$ cat src/rtl/dot_pkg.sv
// Shared definitions for the serial 3-element dot-product datapath.
// Contents: element width, vector length, result width and the result type.
package dot_pkg;

  localparam int DOT_ELEM_W = 8;
  localparam int DOT_LEN    = 3;
  // 3 x 255 x 255 = 195075 fits in 18 bits.
  localparam int DOT_W      = 18;

  typedef logic [DOT_W-1:0] dot_res_t;

endpackage

$ cat src/rtl/dot_sync_fifo.sv
// Synchronous FIFO that holds dot-product results.
// Ports:
//   clk, resetn       clock, asynchronous active-low reset
//   wr_data, wr_req   write word and write request (no backpressure upstream)
//   push              write request was accepted this cycle
//   rd_data, rd_valid head word (forced to 0 when empty) and its valid flag
//   rd_ready          consumer takes the head word this cycle
//   level             occupancy, 0..DEPTH
// A full FIFO still accepts a write in a cycle where the head is popped.
module dot_sync_fifo
  import dot_pkg::*;
#(
  parameter int DW    = DOT_W,
  parameter int DEPTH = 4
) (
  input  logic                   clk,
  input  logic                   resetn,
  input  logic [DW-1:0]          wr_data,
  input  logic                   wr_req,
  output logic                   push,
  output logic [DW-1:0]          rd_data,
  output logic                   rd_valid,
  input  logic                   rd_ready,
  output logic [$clog2(DEPTH):0] level
);

  localparam int AW = $clog2(DEPTH);
  localparam logic [AW:0] FULL_LVL = (AW+1)'(DEPTH);

  logic [DW-1:0] mem [DEPTH];
  logic [AW-1:0] rd_ptr;
  logic [AW-1:0] wr_ptr;
  logic [AW:0]   level_nxt;
  logic          pop;

  assign pop  = rd_valid && rd_ready;
  assign push = wr_req && ((level != FULL_LVL) || pop);

  always_comb begin
    level_nxt = level;
    case ({push, pop})
      2'b10:   level_nxt = level + 1'b1;
      2'b01:   level_nxt = level - 1'b1;
      default: level_nxt = level;
    endcase
  end

  // Control state: pointers, occupancy and the registered valid flag.
  always_ff @(posedge clk or negedge resetn) begin
    if (!resetn) begin
      rd_ptr   <= '0;
      wr_ptr   <= '0;
      level    <= '0;
      rd_valid <= 1'b0;
    end else begin
      if (push) wr_ptr <= wr_ptr + 1'b1;
      if (pop)  rd_ptr <= rd_ptr + 1'b1;
      level    <= level_nxt;
      rd_valid <= (level_nxt != '0);
    end
  end

  // Storage is data only and carries no reset.
  always_ff @(posedge clk) begin
    if (push) mem[wr_ptr] <= wr_data;
  end

  // Gating by rd_valid makes the output read 0 the moment reset asserts.
  assign rd_data = rd_valid ? mem[rd_ptr] : '0;

endmodule

$ cat src/rtl/dot_result_buffer.sv
// Result buffer behind the serial dot-product unit.
// Captures each result on the unit's one-cycle strobe, buffers it and
// presents it on a valid/ready interface; counts results lost to a full
// buffer.
// Ports:
//   clk, resetn          clock, asynchronous active-low reset
//   in_data, in_valid    result word and its one-cycle strobe
//   out_data, out_valid  head result (0 when not valid) and valid flag
//   out_ready            consumer accepts out_data this cycle
//   level                occupancy, 0..DEPTH
//   overflow             sticky flag, set when a result was dropped
//   drop_cnt             saturating count of dropped results
//   clr_stats            synchronous clear of overflow/drop_cnt (and max)
// Optional (macro DOT_RESULT_MAX_EN):
//   max_val              largest accepted result since reset/clear
//   max_upd              one-cycle pulse when max_val takes a new value
module dot_result_buffer
  import dot_pkg::*;
#(
  parameter int DW    = DOT_W,
  parameter int DEPTH = 4,
  parameter int CNT_W = 16
) (
  input  logic                   clk,
  input  logic                   resetn,
  input  logic [DW-1:0]          in_data,
  input  logic                   in_valid,
  output logic [DW-1:0]          out_data,
  output logic                   out_valid,
  input  logic                   out_ready,
  output logic [$clog2(DEPTH):0] level,
  output logic                   overflow,
  output logic [CNT_W-1:0]       drop_cnt,
  input  logic                   clr_stats
`ifdef DOT_RESULT_MAX_EN
  ,
  output logic [DW-1:0]          max_val,
  output logic                   max_upd
`endif
);

  logic push;
  logic drop;

  function automatic logic [CNT_W-1:0] sat_inc(input logic [CNT_W-1:0] v);
    return (&v) ? v : v + 1'b1;
  endfunction

  dot_sync_fifo #(
    .DW    (DW),
    .DEPTH (DEPTH)
  ) u_fifo (
    .clk      (clk),
    .resetn   (resetn),
    .wr_data  (in_data),
    .wr_req   (in_valid),
    .push     (push),
    .rd_data  (out_data),
    .rd_valid (out_valid),
    .rd_ready (out_ready),
    .level    (level)
  );

  // A strobe the FIFO refuses is exactly a full buffer without a pop.
  assign drop = in_valid && !push;

  // Statistics: a drop coinciding with a clear counts as the first drop.
  always_ff @(posedge clk or negedge resetn) begin
    if (!resetn) begin
      overflow <= 1'b0;
      drop_cnt <= '0;
    end else if (drop) begin
      overflow <= 1'b1;
      drop_cnt <= clr_stats ? CNT_W'(1) : sat_inc(drop_cnt);
    end else if (clr_stats) begin
      overflow <= 1'b0;
      drop_cnt <= '0;
    end
  end

`ifdef DOT_RESULT_MAX_EN
  logic [DW-1:0] max_base;

  // A clear in the same cycle compares the new word against zero.
  assign max_base = clr_stats ? '0 : max_val;

  always_ff @(posedge clk or negedge resetn) begin
    if (!resetn) begin
      max_val <= '0;
      max_upd <= 1'b0;
    end else begin
      max_upd <= 1'b0;
      if (push && (in_data > max_base)) begin
        max_val <= in_data;
        max_upd <= 1'b1;
      end else if (clr_stats) begin
        max_val <= '0;
      end
    end
  end
`endif

endmodule

$ cat config.mk
export PLATFORM = sky130hd
export DESIGN_NAME = dot_result_buffer
export DESIGN_NICKNAME = d
export VERILOG_FILES = /design/src/rtl/dot_pkg.sv /design/src/rtl/dot_sync_fifo.sv /design/src/rtl/dot_result_buffer.sv
export SDC_FILE = /design/constraint.sdc
export NUM_CORES = 1
export LEC_CHECK = 0
export CELL_PAD_IN_SITES_DETAIL_PLACEMENT = 0
export CELL_PAD_IN_SITES_GLOBAL_PLACEMENT = 1
export CORE_ASPECT_RATIO = 1.5
export CORE_MARGIN = 3
export CORE_UTILIZATION = 40
export CTS_CLUSTER_SIZE = 14
export DETAILED_ROUTE_END_ITERATION = 8
export PLACE_DENSITY_LB_ADDON = 0.1
export SYNTH_ARGS = -nofsm -noshare
export SYNTH_HDL_FRONTEND = slang
export SYNTH_SLANG_ARGS = --single-unit
$ cat constraint.sdc
create_clock -name clk -period 1.7 [get_ports clk]
set_input_delay 0.34 -clock clk [delete_from_list [all_inputs] [get_ports clk]]
set_output_delay 0.34 -clock clk [all_outputs]
set_load 0.02 [all_outputs]
==> results of run 1 <==
cell families (layout without fill, tap and decap cells):
kind of cell    Yosys count  after routing  share of synthesized area, %
xor+xnor                 13             13                          2.74
compound gates           18             18                          2.65
mux                      21             21                          10.5
simple gates             92             92                          13.4
flops                    97             97                          67.0
fa+ha+maj                 6              6                          1.99
buf+inv                  18            136                          1.75
synth_stat cells (2+ instances only):
master,n,share of area (%)
mux4_2,18,9.8
nor3_1,4,0.48
nand2_1,13,1.2
nand3_1,7,0.84
xnor2_1,13,2.7
mux2i_1,3,0.72
dfrtp_1,25,15
a31oi_1,2,0.30
nor2_1,16,1.4
and2_1,20,3.0
nand4_2,2,0.60
a21oi_1,4,0.48
buf_2,4,0.48
nor4_1,5,0.75
and3_1,6,0.90
o21ai_0,7,0.84
edfxtp_1,72,52
nand4_1,5,0.75
clkbuf_1,5,0.45
ha_1,5,1.5
nor2b_1,2,0.30
inv_1,8,0.72
power by group:
part	switching [mW]	internal [mW]	total, mW
Clock	0.835	1.44	2.27
Sequential	0.184	3.04	3.22
Combinational	1.87	2.40	4.28
Total	2.89	6.88	9.77
cell usage in the layout (no fill, tap or decap), types with 5 or more instances in the layout:
cell / n
inv_1: 8
clkdlybuf4s50_1: 21
o21ai_0: 7
dlygate4sd2_1: 21
nand3_1: 6
and2_4: 19
nand2_1: 13
and3_1: 6
buf_6: 19
nor2_1: 15
dfrtp_2: 5
nand4_1: 5
dfrtp_1: 20
edfxtp_1: 72
mux4_2: 18
clkbuf_16: 10
buf_4: 42
xnor2_1: 13
buf_12: 7
what timing repair did:
item | 4_1_cts | 5_1_grt
setup buffers | 4 | 1
pin swaps | 23 | 4
setup endpoints to repair | 40 | 99
cloned | 1 | 0
resized for setup | 153 | 9
metal layers:
layer	wire length, µm	vias up	GRT usage [%]
li1	-	1238	-
met2	4760	58	28.5
met4	133	0	6.31
met5	0	-	0
met1	3450	1305	18.2
met3	344	12	4.08
worst max-delay path by stage:
stage | to | slack, ns
after floorplan | u_fifo.rd_valid$_DFF_PN0_ | -0.11
after global placement | out_data[15] | -0.44
after detailed placement | out_data[16] | -0.46
after CTS | out_data[16] | -0.43
after global routing | out_data[13] | -0.45
final | out_data[7] | -0.37
worst max-delay path, stage by stage, from the launching register on:
cell and delay [ns]:
dfrtp_2 0.44, clkbuf_16 0.19, mux4_2 0.49, and2_4 0.15, buf_6 0.12
registers in the layout, indices dropped and copies added, names as in the netlist:
| name | count |
|---|---|
| u_fifo.rd_ptr | 2 |
| u_fifo.rd_valid | 1 |
| overflow | 1 |
| u_fifo.level | 3 |
| drop_cnt | 16 |
| u_fifo.mem | 72 |
| u_fifo.wr_ptr | 2 |
area by class of cell:
cell class | instances | area, µm²
fill | 850 | 4330
sequential | 97 | 2790
multi-input combinational | 150 | 1400
timing repair buffer | 112 | 1090
clock buffer | 9 | 225
tap | 117 | 146
clock inverter | 7 | 116
inverter | 8 | 30.0
==> flow_metrics.py, run 1 <==
metrics = {
    "flow_run": {
        "maxCapViolCount": 0,
    },
    "finish": {
        "areaGrowthSynthToFinish_pct": 39.7,
        "stdcell_count": 500,
        "drive_gt1_share_pct": 38.1,
        "antenna_cells": 0,
        "fin_area_mm2": 0.00581,
        "nets": 407,
        "utilization_pct": 57.3,
    },
    "place": {
        "placed_cell_area_mm2": 0.00533,
        "dp_slack_ns": -0.462,
        "portBuffers": 61,
        "dp_cells": 479,
        "dpl.hpwl_um": 6050,
        "gp_congestion": 0.776,
    },
    "drt": {
        "drtAntennaViolNets": 0,
        "drtIter0Drc": 92,
        "post_drt_wl_per_cell_um": 17.4,
        "viasPerCell": 5.23,
        "drc_errors": 0,
        "drt-pass1-iter-count": 4,
        "totalWireLength_um": 8690,
        "vias": 2613,
    },
    "die": {
        "fp.dieW_um": 89.2,
        "ioPinCount": 62,
        "num_rows": 45,
        "die_h_um": 131,
        "start_util_pct": 41.0,
        "core_area_mm2": 0.0101,
        "dieArea_mm2": 0.0117,
    },
    "clock_network": {
        "clock_path_buffers": 2,
        "cts_max_level": 3,
        "cts_root_buf": "clkbuf_16",
        "cts_hold_buffers": 0,
        "clk_pin_slew_ns": 0.07,
        "clkLatencyLatePin_ns": 0.33,
        "cts_buffers": 9,
        "cts_tree": "yes",
        "clock_sinks": 97,
    },
    "synthesis": {
        "synth_seq_area_share_pct": 67.0,
        "syn_nets": 294,
        "ys_warn_count": 0,
        "synth_area_mm2": 0.00416,
        "synthArstFlopShare_pct": 25.8,
        "syn_avg_cell_area_um2": 15.7,
        "netlist_instances": 265,
        "yosys_register_bits": 97,
        "synth_edf_count": 72,
        "synth_ff_type": "edfxtp_1",
        "synth_cell_types": 41,
    },
    "timing": {
        "hold_ws_ns": 0.366,
        "setup_viol": 18,
        "maxSlewViolCount": 0,
        "relSlewSlack_pct": 75.0,
        "fin_crit_sh_pct": 122,
        "fin_ws_ns": -0.367,
        "rsz0062_at_grt": "yes",
        "min_period_ns": 2.07,
        "hold_violations": 0,
        "max_freq_ghz": 0.484,
        "worst_pin_slew_ns": 0.373,
        "skew_ns": 0.00738,
        "finalSetupTns_ns": -6.27,
    },
    "run_status": {
        "outcome": "complete, but fails checks",
        "violations": "setup timing",
    },
    "setup_path": {
        "cp.arrival_ns": 1.73,
        "start_kind": "flip-flop",
        "rrSetupSlack_ns": 0.06,
        "r2r-start": "u_fifo.rd_valid$_DFF_PN0_",
        "cp.required_ns": 1.36,
        "r2r_end": "u_fifo.rd_valid$_DFF_PN0_",
        "endpoint_kind": "output port",
        "criticalPathCategory": "reg -> out",
        "startpoint": "u_fifo.rd_ptr[0]$_DFFE_PN0N_",
        "r2r_cells": 8,
        "crit_fanout": 7,
    },
    "grt": {
        "grt_pass1_vias": 2706,
        "grt_overflow": 0,
        "antenna_found_initial": 0,
        "grt_pass1_wl_um": 13800,
        "gr-usage-all-layers_pct": 16.1,
        "grt_max_degree": 26,
    },
    "pwr": {
        "leakage_nw": 2.33,
        "ir_drop_mv": 0.821,
        "power_density_mw_per_mm2": 1680,
        "power_mw": 9.77,
    },
    "hold_path": {
        "hp-class": "in -> async",
    },
}
(Power assumes the default switching activity.)
==> run 2, diff against run 1 <==
--- a/config.mk
+++ b/config.mk
@@ -10,6 +10,7 @@
 export CORE_ASPECT_RATIO = 1.5
 export CORE_MARGIN = 3
 export CORE_UTILIZATION = 40
+export CTS_BUF_LIST = sky130_fd_sc_hd__clkbuf_16
 export CTS_CLUSTER_SIZE = 14
 export DETAILED_ROUTE_END_ITERATION = 8
 export PLACE_DENSITY_LB_ADDON = 0.1
==> results of run 2 <==
Same layout as run 1: the final DEF is identical, and so are final timing and power.
